**config.mk**
```make
export PLATFORM = sky130hd
export DESIGN_NAME = alu_iterative_exec
export DESIGN_NICKNAME = d
export VERILOG_FILES = /design/src/rtl/alu_pkg.sv /design/src/rtl/alu_shifter.sv /design/src/rtl/alu_iterative_exec.sv
export SDC_FILE = /design/constraint.sdc
export NUM_CORES = 1
export LEC_CHECK = 0
export BUFFER_PORTS_ARGS = -buffer_cell sky130_fd_sc_hd__buf_4
export CORE_ASPECT_RATIO = 0.9
export CORE_MARGIN = 2
export CORE_UTILIZATION = 30
export CTS_CLUSTER_SIZE = 30
export DETAILED_ROUTE_END_ITERATION = 8
export SLEW_MARGIN = 10
export SYNTH_ARGS = -nofsm -noshare
export SYNTH_HDL_FRONTEND = slang
export SYNTH_SLANG_ARGS = --single-unit
```
**constraint.sdc**
```tcl
create_clock -name clk -period 4.2 [get_ports clk]
set_input_delay 0.63 -clock clk [delete_from_list [all_inputs] [get_ports clk]]
set_output_delay 0.63 -clock clk [all_outputs]
set_load 0.05 [all_outputs]
```
**src/rtl/alu_pkg.sv**
```systemverilog
// Shared definitions for the iterative execute-stage ALU.
// Holds the 6-bit Funct opcodes emitted by the ALU control decoder (which
// imports the same constants) and the execute FSM state type.
package alu_pkg;

  localparam int unsigned FUNCT_W = 6;

  localparam logic [FUNCT_W-1:0] FUNCT_ADDU = 6'b001011;
  localparam logic [FUNCT_W-1:0] FUNCT_SUBU = 6'b001101;
  localparam logic [FUNCT_W-1:0] FUNCT_AND  = 6'b010010;
  localparam logic [FUNCT_W-1:0] FUNCT_SLL  = 6'b100110;

  typedef enum logic {
    IDLE  = 1'b0,
    SHIFT = 1'b1
  } alu_state_t;

endpackage : alu_pkg

```
**src/rtl/alu_shifter.sv**
```systemverilog
// Iterative left shifter: one bit per step, zero fill.
// Ports:
//   clk, rst_n : clock, asynchronous active-low reset
//   load       : capture load_val into the shift register and load_cnt into the counter
//   step       : shift left by one and decrement the counter
//   load_val   : value to be shifted
//   load_cnt   : number of remaining steps
//   shifted    : register contents shifted left by one (the value after this step)
//   last       : this step is the final one (counter is 1)
module alu_shifter #(
  parameter int unsigned WIDTH = 32,
  parameter int unsigned SHW   = 5
) (
  input  logic             clk,
  input  logic             rst_n,
  input  logic             load,
  input  logic             step,
  input  logic [WIDTH-1:0] load_val,
  input  logic [SHW-1:0]   load_cnt,
  output logic [WIDTH-1:0] shifted,
  output logic             last
);

  logic [WIDTH-1:0] sreg_q;
  logic [SHW-1:0]   cnt_q;

  always_ff @(posedge clk or negedge rst_n) begin
    if (!rst_n) begin
      sreg_q <= '0;
      cnt_q  <= '0;
    end else if (load) begin
      sreg_q <= load_val;
      cnt_q  <= load_cnt;
    end else if (step) begin
      sreg_q <= shifted;
      cnt_q  <= cnt_q - SHW'(1);
    end
  end

  assign shifted = {sreg_q[WIDTH-2:0], 1'b0};
  assign last    = (cnt_q == SHW'(1));

endmodule : alu_shifter

```
**src/rtl/alu_iterative_exec.sv**
```systemverilog
// Execute-stage ALU: addu/subu/and complete in one cycle, sll shifts one bit
// per cycle. Result and flags are registered and held until the next completion.
// Ports:
//   clk, rst_n          : clock, asynchronous active-low reset
//   start               : operation request, sampled only while busy is low
//   Funct               : opcode from the ALU control decoder
//   Src1, Src2          : operands (Src1 is the shifted value for sll, Src2 unused there)
//   Shamt               : shift amount for sll
//   Result              : registered result
//   Zero, Carry, Illegal: registered flags of the last completed operation
//   busy                : shift in progress, start is dropped
//   done                : one-cycle pulse when Result/flags first show a new value
module alu_iterative_exec
  import alu_pkg::*;
#(
  parameter int unsigned WIDTH = 32,
  parameter int unsigned SHW   = 5
) (
  input  logic               clk,
  input  logic               rst_n,
  input  logic               start,
  input  logic [FUNCT_W-1:0] Funct,
  input  logic [WIDTH-1:0]   Src1,
  input  logic [WIDTH-1:0]   Src2,
  input  logic [SHW-1:0]     Shamt,
  output logic [WIDTH-1:0]   Result,
  output logic               Zero,
  output logic               Carry,
  output logic               Illegal,
  output logic               busy,
  output logic               done
);

  alu_state_t state_q, state_d;

  logic [WIDTH-1:0] result_q, result_d;
  logic             zero_q, zero_d;
  logic             carry_q, carry_d;
  logic             illegal_q, illegal_d;
  logic             done_q, done_d;

  logic             sh_load, sh_step, sh_last;
  logic [WIDTH-1:0] sh_shifted;

  logic [WIDTH:0]   sum;
  logic [WIDTH-1:0] diff;
  logic             borrow;

  // Single-cycle datapath; the extra sum bit is the carry-out.
  always_comb begin
    sum    = {1'b0, Src1} + {1'b0, Src2};
    diff   = Src1 - Src2;
    borrow = (Src1 < Src2);
  end

  alu_shifter #(
    .WIDTH (WIDTH),
    .SHW   (SHW)
  ) u_shifter (
    .clk      (clk),
    .rst_n    (rst_n),
    .load     (sh_load),
    .step     (sh_step),
    .load_val (Src1),
    .load_cnt (Shamt),
    .shifted  (sh_shifted),
    .last     (sh_last)
  );

  always_comb begin
    state_d   = state_q;
    result_d  = result_q;
    zero_d    = zero_q;
    carry_d   = carry_q;
    illegal_d = illegal_q;
    done_d    = 1'b0;
    sh_load   = 1'b0;
    sh_step   = 1'b0;

    unique case (state_q)
      IDLE: begin
        if (start) begin
          case (Funct)
            FUNCT_ADDU: begin
              result_d  = sum[WIDTH-1:0];
              carry_d   = sum[WIDTH];
              illegal_d = 1'b0;
              done_d    = 1'b1;
            end
            FUNCT_SUBU: begin
              result_d  = diff;
              carry_d   = borrow;
              illegal_d = 1'b0;
              done_d    = 1'b1;
            end
            FUNCT_AND: begin
              result_d  = Src1 & Src2;
              carry_d   = 1'b0;
              illegal_d = 1'b0;
              done_d    = 1'b1;
            end
            FUNCT_SLL: begin
              if (Shamt == '0) begin
                result_d  = Src1;
                carry_d   = 1'b0;
                illegal_d = 1'b0;
                done_d    = 1'b1;
              end else begin
                sh_load = 1'b1;
                state_d = SHIFT;
              end
            end
            default: begin
              result_d  = '0;
              carry_d   = 1'b0;
              illegal_d = 1'b1;
              done_d    = 1'b1;
            end
          endcase
        end
      end
      SHIFT: begin
        sh_step = 1'b1;
        if (sh_last) begin
          result_d  = sh_shifted;
          carry_d   = 1'b0;
          illegal_d = 1'b0;
          done_d    = 1'b1;
          state_d   = IDLE;
        end
      end
      default: state_d = IDLE;
    endcase

    // Zero only changes together with Result.
    if (done_d) begin
      zero_d = (result_d == '0);
    end
  end

  always_ff @(posedge clk or negedge rst_n) begin
    if (!rst_n) begin
      state_q   <= IDLE;
      result_q  <= '0;
      zero_q    <= 1'b0;
      carry_q   <= 1'b0;
      illegal_q <= 1'b0;
      done_q    <= 1'b0;
    end else begin
      state_q   <= state_d;
      result_q  <= result_d;
      zero_q    <= zero_d;
      carry_q   <= carry_d;
      illegal_q <= illegal_d;
      done_q    <= done_d;
    end
  end

  assign Result  = result_q;
  assign Zero    = zero_q;
  assign Carry   = carry_q;
  assign Illegal = illegal_q;
  assign busy    = (state_q == SHIFT);
  assign done    = done_q;

endmodule : alu_iterative_exec

```
Word-level counts from Yosys, hierarchy flattened
Cells that the tools add are included.

storage, ports and cells
  logic and storage cells = 56
  RAM bits = 0
  flip-flop bits (word level) = 73
  bits in read-only memories = 0
  bits in latches = 0
  input port bits = 78
  memories = 0

cells by class
  add/sub/neg operators = 3
  shift operators = 0
  reduce and logical (&&, ||, !) cells = 5
  eq/ne operators = 8
  multiply operators = 0
  muxes and demuxes = 29
  magnitude comparators = 1
  bitwise logic cells = 2
  div/mod/pow operators = 0

operators by type and width
  operator                                               count
  one-hot mux 32 bit (4 select lines)                    1
  2-to-1 mux 32 bit                                      3
  one-hot mux 32 bit (2 select lines)                    1
  2-to-1 mux 31 bit                                      2
  adder 32 x 32 -> 33 bit                                1
  bitwise AND 32 bit                                     1
  zero test 32 bit                                       1
  less-than comparator 32 bit                            1
  subtractor 32 bit                                      1
  2-to-1 mux 1 bit                                       14
  == test 6 x 4 -> 1 bit, second input constant          2
  2-to-1 mux 5 bit                                       2
  one-hot mux 1 bit (2 select lines)                     5
  == test 6 x 5 -> 1 bit, second input constant          1
  == test 6 bit, second input constant                   1
  == test 5 x 1 -> 1 bit, second input constant          1
  zero test 5 bit                                        1
  subtractor 5 x 1 -> 5 bit, second input constant       1
  inequality test 3 bit, second input constant           1
  one-hot mux 1 bit (3 select lines)                     1
  AND reduction 3 bit                                    1
  OR reduction 3 bit                                     1
  inequality test 2 x 1 -> 1 bit, second input constant  1
  inequality test 2 bit, second input constant           1
  other kinds (2)                                        2

Longest topological paths before layout
Gate-level depths: netlist of run 1.

  word-level depth = 6
  depth in mapped cells = 15
  gate-level depth less buffers = 14

Modules after synthesis
Synthesis of run 1 repeated with hierarchy kept, for this count alone.

second synthesis, totals
  cell total of the unflattened synthesis = 1,200
  area total of the unflattened synthesis = 9,167.5 um^2

by module, submodules not included
  module              instances  seq. area each (um^2)  area an instance (um^2)  cells an instance
  alu_iterative_exec  1          925.9                  7,429.6                  1,034
  alu_shifter         1          900.9                  1,737.9                  166

Worst setup path after synthesis of run 1
Ideal clock, no wire load.

  path kind = input port to flip-flop
  from = input port Src1[0]
  to = register zero_q (netlist: Zero)
  slack = 0.504 ns
  cell stages on the path = 14
  required time = 4.108 ns
  arrival = 3.604 ns
  cell sequence = inv_1 ha_1 fa_1 nor2b_1 o21a_1 o211ai_1 and4_1 or3_1 o32a_1 or4_1 nor4_1 nor4b_2 nand4b_1 o31ai_2

between the ends
  longest elaborated chain between the ends = 5

ends and longest elaborated chain
  what                                                                 RTL line                                            text
  start, declared                                                      alu_iterative_exec.sv:23                            input logic [WIDTH-1:0] Src1,
  subtractor 32 bit / adder 32 x 32 -> 33 bit (equally long branches)  alu_iterative_exec.sv:52, alu_iterative_exec.sv:51
  one-hot mux 32 bit (4 select lines) *                                alu_iterative_exec.sv:83                            case (Funct)
  2-to-1 mux 32 bit *                                                  alu_iterative_exec.sv:82                            if (start) begin
  one-hot mux 32 bit (2 select lines) *                                alu_iterative_exec.sv:80                            unique case (state_q)
  via result_d[10]                                                     alu_iterative_exec.sv:36                            logic [WIDTH-1:0] result_q, result_d;
  zero test 32 bit *                                                   alu_iterative_exec.sv:137                           zero_d = (result_d == '0);
  end signal, assigned                                                 alu_iterative_exec.sv:152                           zero_q <= zero_d;
  end, declared                                                        alu_iterative_exec.sv:37                            logic zero_q, zero_d;

Mark *: on every way through the listed nets, which the timed path passes. The rest lies on a longest branch.
A chain may end at the register's enable or synchronous reset.

Final worst setup path of run 1
Same ends and word-level chain as after synthesis.

==> results of run 1 <==
[layout by cell type (no fill, tap or decap), types with 8 or more instances in the layout]
cell       synthesis  routed
o21bai_1          11      11
o21a_1            16      16
nor4_1            14      14
nor2_1            76      74
a221oi_1          17      17
nor3_1            34      32
o21ai_1           13      13
or3_1              9       9
a22oi_1           12      12
nor2b_1           13      13
inv_1             73      73
clkbuf_16          0       9
a211oi_1          16      16
dfrtp_1           73      72
o21ai_0           77      77
a31oi_1           15      15
nand4_1           11      11
o22ai_1            8       8
xnor2_1           12      12
o31ai_1           16      15
mux2i_1           67      67
nand2_1           99      99
o211ai_1          15      15
mux2_2            23      23
and3_1            15      15
nand3_1           28      28
buf_4              0     260
nand2b_1          14      14
a21oi_1           80      80
o211a_1            9       9
a21o_1            19      19
ha_1              67      67
[metal layers]
layer  wire length, µm  up-vias  track usage
met5                 0        -            0
met4              1370        0       0.0904
met3              3350       86       0.0496
met2             16800      519        0.370
met1             19000     4947        0.371
li1                  -     4793            -
[final cells by class]
| cell class | instances | area, µm² | share of cell area |
|---|---|---|---|
| clock buffers | 10 | 229 | 0.0198 |
| clock inverters | 6 | 92.6 | 0.00803 |
| inverters | 75 | 282 | 0.0244 |
| multi-input cells | 942 | 6630 | 0.574 |
| flip-flops and latches | 73 | 1830 | 0.159 |
| well taps | 403 | 504 | 0.0437 |
| repair buffers | 261 | 1970 | 0.171 |
[cells by family after synthesis]
group                    count (synthesis)  share of synthesized area
adder cells (fa/ha/maj)                 69                     0.0976
flip-flops                              73                      0.203
XOR/XNOR                                15                     0.0146
AO/OA/AOI/OAI                          407                      0.313
AND/OR/NAND/NOR                        359                      0.203
multiplexers                            92                      0.106
buffers and inverters                  150                     0.0641
[flip-flops by register name (all words and copies together) (netlist names)]
name              flops
busy                  1
Result               32
done                  1
Illegal               1
Carry                 1
Zero                  1
u_shifter.sreg_q     31
u_shifter.cnt_q       5
[through the flow]
step	worst slack, ns	util	power, µW	area (µm²)
2_1_floorplan	0.504	-	2280	9000
3_3_place_gp	-0.104	0.377	3130	11200
3_5_place_dp	-0.192	0.377	3130	11200
4_1_cts	0.168	0.388	4040	11500
5_1_grt	0.0415	0.388	4290	11500
6_report	0.139	0.388	4050	11500
[power by group through the flow]
stage / clock [µW] / sequential, µW / combinational (µW)
4_1_cts: 918 / 1090 / 2040
3_3_place_gp: 0 / 1100 / 2030
6_report: 900 / 1090 / 2070
3_5_place_dp: 0 / 1100 / 2030
2_1_floorplan: 0 / 1210 / 1070
5_1_grt: 944 / 1120 / 2220
[cell usage after synthesis, types with 14 or more instances]
cell type / count / area (µm²)
nand3_1: 28 / 140
o21a_1: 16 / 120
ha_1: 67 / 838
a211oi_1: 16 / 120
inv_1: 73 / 274
nand2b_1: 14 / 87.6
nor4_1: 14 / 87.6
nand2_1: 99 / 372
mux2i_1: 67 / 671
a221oi_1: 17 / 149
a21o_1: 19 / 143
o31ai_1: 16 / 120
nor3_1: 34 / 170
a31oi_1: 15 / 93.8
o211ai_1: 15 / 113
clkbuf_1: 62 / 233
dfrtp_1: 73 / 1830
mux2_2: 23 / 259
o21ai_0: 77 / 385
nor2_1: 76 / 285
and3_1: 15 / 93.8
a21oi_1: 80 / 400
[worst max-delay path: stages]
cell and delay, ns:
buf_4 0.09, inv_1 0.05, ha_1 0.21, fa_1 0.41
nor2b_1 0.23, o21a_1 0.25, o211ai_1 0.20, a2111oi_2 0.45
buf_4 0.19, o21ai_0 0.20, a21o_1 0.22, a31oi_1 0.17
a21oi_1 0.11, nor4b_1 0.42, buf_4 0.18, nand4b_1 0.13
o31ai_2 0.19
[worst paths after layout]
| kind | startpoint | to | slack, ns | depth (start not counted) |
|---|---|---|---|---|
| max in group asynchronous | rst_n | u_shifter.sreg_q[6]$_DFFE_PN0P_ | 2.99 | 2 |
| min in group clk | u_shifter.sreg_q[20]$_DFFE_PN0P_ | u_shifter.sreg_q[21]$_DFFE_PN0P_ | 0.50 | 2 |
| worst max register to register | u_shifter.cnt_q[1]$_DFFE_PN0P_ | Zero$_DFFE_PN0P_ | 0.29 | 13 |
| worst min-delay path | rst_n | u_shifter.sreg_q[0]$_DFFE_PN0P_ | 0.27 | 1 |
| worst min register to register | u_shifter.sreg_q[20]$_DFFE_PN0P_ | u_shifter.sreg_q[21]$_DFFE_PN0P_ | 0.50 | 2 |
| worst max-delay path | Src1[0] | Zero$_DFFE_PN0P_ | 0.14 | 17 |
==> results by group, run 1 <==
Outcome
  – Status: completed

Place
  – Detailed placement HPWL: 31.6 mm
  – Placer congestion estimate: 0.990
  – Cells after DPL: 1,754
  – Buffers on Ports: 114

CTS
  – Setup bufs post-CTS: 0
  – CTS tree: built
  – Maximum clock insertion buffer count: 2
  – Clock root cell: clkbuf_16
  – Post_cts resized: 0
  – Sink Count: 73
  – Reg clk slew, reported paths: 0.07 ns
  – Inserted Clock Buffers: 9
  – Number of hold buffers added after CTS: 0
  – Htree depth: 3
  – Clock latency at the later pin of the worst-skew pair: 0.37 ns

Timing
  – Hold_ws: 0.274 ns
  – Final min period: 4.06 ns
  – Fin crit share: 0.967
  – Slew headroom: 0.369
  – Hold Fails Final Rpt: 0
  – Clk_skew: 0.00948 ns
  – Final Setup Violations: 0
  – Slew Limit Fails: 0
  – Worst Max-Slew Pin Slew: 0.941 ns
  – Setup_tns: 0 ns
  – RSZ-0062 raised after global routing: no
  – Max Freq: 246 MHz

Die
  – Die Ht: 168 µm
  – Die Area: 31,400 µm²
  – Num rows: 60
  – Die width: 187 µm
  – Core area: 29,700 µm²
  – Initial Utilization: 0.303
  – I/O pin total: 115

Cells and area
  – Share of cells above drive strength 1: 0.240
  – Fillcell total: 3,135
  – N_diodes: 0
  – Synth-to-Final Area Change: 28.1%
  – Final Non-Filler Cells: 1,770
  – Nets: 1,509

Routing
  – Via density: 5.84
  – WL final: 40.4 mm
  – Via count: 10,345
  – DRT iter0 DRCs: 1,106
  – Remaining DRCs: 0
  – First-pass iteration count of the detailed router: 6
  – Final ANT Viol Nets: 0
  – DR WL/cell: 22.8 µm

Global routing
  – First-pass GRT wire length: 61.8 mm
  – Gr usage total: 0.255
  – Largest net degree at the start of global routing: 54
  – GR Overflow Total: 0
  – Initial antenna violation count: 0
  – Vias in the first global route: 9,963

Power and ir drop
  – Peak VDD IR: 228 µV
  – PwrDens: 351 nW/µm²
  – Sw Ratio: 0.462
  – Power Internal: 2180 µW
  – Switching pwr: 1870 µW
  – Clock power share: 0.222
  – Logic pwr share: 0.510
  – Sequential share of power: 0.268
  – Leak: 0.00509 µW

Synthesis
  – Synth Flop Type: dfrtp_1
  – Cell variety after synth: 90
  – Post-synthesis async set-or-reset flop share: 1.00
  – Seq/Total Area, Yosys: 0.203
  – #FFs+latches synth: 73
  – Post-synthesis instance total: 1,165
  – Synth warn: 0
  – Avg Synthesized Cell Area: 7.73 µm²
  – Post-Syn Area: 9000 µm²
  – Post-synth EDFFs: 0
  – Syn_nets: 1,312

Worst setup path
  – CP Capture Type: register
  – CP Launch Type: primary input
  – CP Data Required Time: 4.48 ns
  – Crit path DAT: 4.34 ns
  – CP Max Fanout: 4
  – WS Path Type: primary input to register

Min path
  – Tightest Hold Check Type: primary input to async pin

Flow run
  – Max Cap Viol: 0
No activity file was read; power rests on OpenSTA's default activity.
==> run 2, diff against run 1 <==
Settings changed: SYNTH_HIERARCHICAL set to 1.
==> run 2 against run 1 <==
Critical path depth decreased by 4. Synthesized cell count increased by 3.0%. Clock-buffer cell count increased by 2. Via count decreased by 1.3%. Maximum frequency increased by 2.7%. Area after synthesis increased by 1.8%. Sequential share of layout area increased by 0.19 points. Cell count unchanged. Critical path type unchanged. Largest cell class unchanged.
==> results by group, run 2 <==
Synthesis
  – XOR/XNOR Fraction of Synth Area: 0.0191 (+0.00452)
  – Avg Synthesized Cell Area: 7.64 µm² (-1.1%)
  – Largest area contributor in the netlist: dfrtp_1
  – Adder-Cell Fraction of Synth Area: 0.0958 (-0.00174)
  – Synth warn: 6 (+6)
  – Post-synthesis mux area share: 0.0824 (-0.0233)
  – Count leader, synth: nand2_1
  – Seq/Total Area, Yosys: 0.199 (-0.00363)
  – Post-synth EDFFs: 0 (unchanged)
  – Synth Flop Type: dfrtp_1
  – Simple-gate portion of the synthesized area: 0.231 (+0.0282)
  – Compound-Gate Fraction of Synth Area: 0.302 (-0.0109)
  – Synth cell count leaders: nand2_1 (119), nor2_1 (101), a21oi_1 (95)
  – Area contributors post-synth: dfrtp_1 (20%), ha_1 (9.1%), mux2i_1 (7.8%), a21oi_1 (5.2%), o21ai_0 (5.1%)
  – #FFs+latches synth: 73 (unchanged)
  – Synth top area share: 0.199 (-0.00363)
  – Post-synthesis instance total: 1,200 (+3.0%)
  – Cell variety after synth: 98 (+8.9%)
  – Syn_nets: 1,347 (+2.7%)
  – Post-Syn Area: 9170 µm² (+1.8%)
  – Post-synthesis async set-or-reset flop share: 1.00 (unchanged)
  – Largest family of logic cells by synthesized area: compound AO/OA/AOI/OAI gates

Cells and area
  – Share of cells above drive strength 1: 0.207 (-0.0329)
  – N_diodes: 0 (unchanged)
  – Synth-to-Final Area Change: 24.2%
  – Number of flip-flops in the largest register: 32 (unchanged)
  – Core Util, Final: 0.380 (-0.00801)
  – Most common cell after layout, fill and taps aside: buf_4
  – Nets: 1,509 (unchanged)
  – Most frequent cells in the layout: buf_4 (218), nand2_1 (119), nor2_1 (99)
  – Fillcell total: 3,125 (-0.32%)

Worst setup path
  – CP Data Required Time: 4.48 ns (about the same)
  – Crit path DAT: 4.24 ns (-0.10 ns)
  – CP Launch Type: primary input
  – Slowest cell on crit path: or4_1
  – Max incr delay on CP: 0.55 ns (+0.10 ns)
  – CP Max Fanout: 8 (+4)
  – WS Path Type: primary input to register
  – CP Capture Type: register
  – Crit path cell chain: buf_4 > ha_1 > nor4_4 > nand2_1 > nor4_2 > o21ai_1 > and3_4 > a222oi_1 > o21ai_1 > or4_1 > or4_1 > nor4_2 > a32o_2

Timing
  – Max Freq: 253 MHz (+2.7%)
  – Slew Limit Fails: 0 (unchanged)
  – Worst Max-Slew Pin Slew: 0.962 ns (+0.0209 ns)
  – Final min period: 3.96 ns (-0.106 ns)
  – Slew headroom: 0.342 (-0.0271)
  – Fin crit share: 0.942 (-0.0252)
  – RSZ-0062 raised after global routing: no
  – Hold Fails Final Rpt: 0 (unchanged)
  – Setup_tns: 0 ns (unchanged)
  – Final Setup Violations: 0 (unchanged)
  – Final worst slack: 0.245 ns (+0.106 ns)
  – Clk_skew: 0.00923 ns (-0.000249 ns)

Die
  – Initial Utilization: 0.306 (+0.00319)
  – Die width: 188 µm (+0.89%)
  – Core area: 30,000 µm² (+0.76%)
  – Die Ht: 170 µm (+0.89%)
  – Die Area: 32,000 µm² (+1.8%)
  – I/O pin total: 115 (unchanged)
  – Num rows: 60 (unchanged)

CTS
  – Inserted Clock Buffers: 9 (unchanged)
  – CTS tree: built
  – Clock latency at the later pin of the worst-skew pair: 0.34 ns (-0.03 ns)
  – Maximum clock insertion buffer count: 2 (unchanged)
  – Htree depth: 3 (unchanged)
  – Setup bufs post-CTS: 0 (unchanged)
  – Clock root cell: clkbuf_16
  – Sink Count: 73 (unchanged)
  – Reg clk slew, reported paths: 0.06 ns (about the same)
  – Post_cts resized: 0 (unchanged)
  – Number of hold buffers added after CTS: 0 (unchanged)

Routing
  – Via count: 10,214 (-1.3%)
  – Remaining DRCs: 0 (unchanged)
  – Final ANT Viol Nets: 0 (unchanged)
  – DRT iter0 DRCs: 1,098 (-0.72%)
  – First-pass iteration count of the detailed router: 5 (-1)
  – WL final: 38.7 mm (-4.3%)
  – DR WL/cell: 21.9 µm (-4.3%)
  – Via density: 5.77 (-1.3%)

Global routing
  – Vias in the first global route: 9,552 (-4.1%)
  – Initial antenna violation count: 0 (unchanged)
  – GR Overflow Total: 0 (unchanged)
  – First-pass GRT wire length: 58.2 mm (-5.9%)
  – Largest net degree at the start of global routing: 74 (+37%)
  – Gr usage total: 0.236 (-0.0183)

Flow run
  – Max Cap Viol: 0 (unchanged)

Place
  – Placer congestion estimate: 0.966 (-2.4%)
  – Detailed placement HPWL: 31.5 mm (-0.30%)
  – DP Worst Slack: -0.104 ns (+0.0883 ns)
  – Buffers on Ports: 114 (unchanged)

Power and ir drop
  – PwrDens: 313 nW/µm² (-11%)
  – Peak VDD IR: 167 µV (-27%)
  – Leak: 0.00474 µW (-6.9%)

Outcome
  – Status: completed

Min path
  – Tightest Hold Check Type: primary input to async pin
-- run 2: changes by cell type after synthesis, moves of 7 or more --
cell / before / now
nor2_1: 76 / 101
clkbuf_1: 62 / 38
nand2_1: 99 / 119
mux2_2: 23 / 4
o21ai_0: 77 / 93
a21oi_1: 80 / 95
buf_2: 5 / 16
a21o_1: 19 / 10
a22oi_1: 12 / 4
buf_6: 1 / 9
and2_1: 6 / 13
and3_1: 15 / 8
-- run 2: cell families after synthesis --
group / after synthesis
AOI/OAI and AO/OA: 410
other: 1
DFF: 73
buffers and inverters: 145
and+or+nand+nor: 407
xor gates and xnor gates: 20
muxes: 75
adders and majority gates: 69
-- run 2: final timing paths --
check / start / end / slack [ns] / cells past startpoint
setup / recovery: Src1[22] / Zero$_DFFE_PN0P_ / 0.24 / 13
hold / removal: rst_n / u_shifter/sreg_q[4]$_DFFE_PN0P_ / 0.44 / 1
setup reg to reg: u_shifter/cnt_q[1]$_DFFE_PN0P_ / Zero$_DFFE_PN0P_ / 0.46 / 12
hold reg to reg: Illegal$_DFFE_PN0P_ / Illegal$_DFFE_PN0P_ / 0.50 / 2
max in group asynchronous: rst_n / busy$_DFF_PN0_ / 3.10 / 1
min in group clk: Illegal$_DFFE_PN0P_ / Illegal$_DFFE_PN0P_ / 0.50 / 2
-- run 2: per-stage QoR --
step	area [µm²]	total power, µW	cells	hold slack [ns]
6_report	11400	3560	1770	0.438
3_3_place_gp	11100	2660	1754	0.498
2_1_floorplan	9170	2080	1200	0.334
3_5_place_dp	11100	2680	1754	0.487
4_1_cts	11400	3530	1770	0.481
5_1_grt	11400	3740	1770	0.516
-- run 2: final cells by class --
type                    instances  area, µm²  area share
multi-input cells             982       6710       0.589
repair buffers                223       1740       0.153
well taps                     403        504      0.0443
flip-flops and latches         73       1830       0.161
clock buffers                  12        256      0.0225
clock inverters                 4       75.1     0.00659
inverters                      73        274      0.0241
-- run 2: worst max-delay path, delay by kind of cell --
kind	cells	cell delay, ns
compound gates	4	0.85
buf+inv	1	0.13
simple gates	7	2.15
fa+ha+maj	1	0.46
-- run 2: layer usage --
layer	vias to the layer above	global-route usage	part of all wire	wire [µm]
li1	4785	-	-	-
met1	4930	0.358	0.48	18400
met5	-	0	0	0
met4	0	0.0644	0.023	909
met2	453	0.332	0.40	15400
met3	46	0.0497	0.10	3910
-- run 2: power by group --
| part | total, µW | leakage (µW) | internal [µW] | switching (µW) |
|---|---|---|---|---|
| Clock | 854 | 0.000155 | 553 | 301 |
| Combinational | 1670 | 0.00362 | 665 | 1000 |
| Sequential | 1040 | 0.000966 | 872 | 168 |
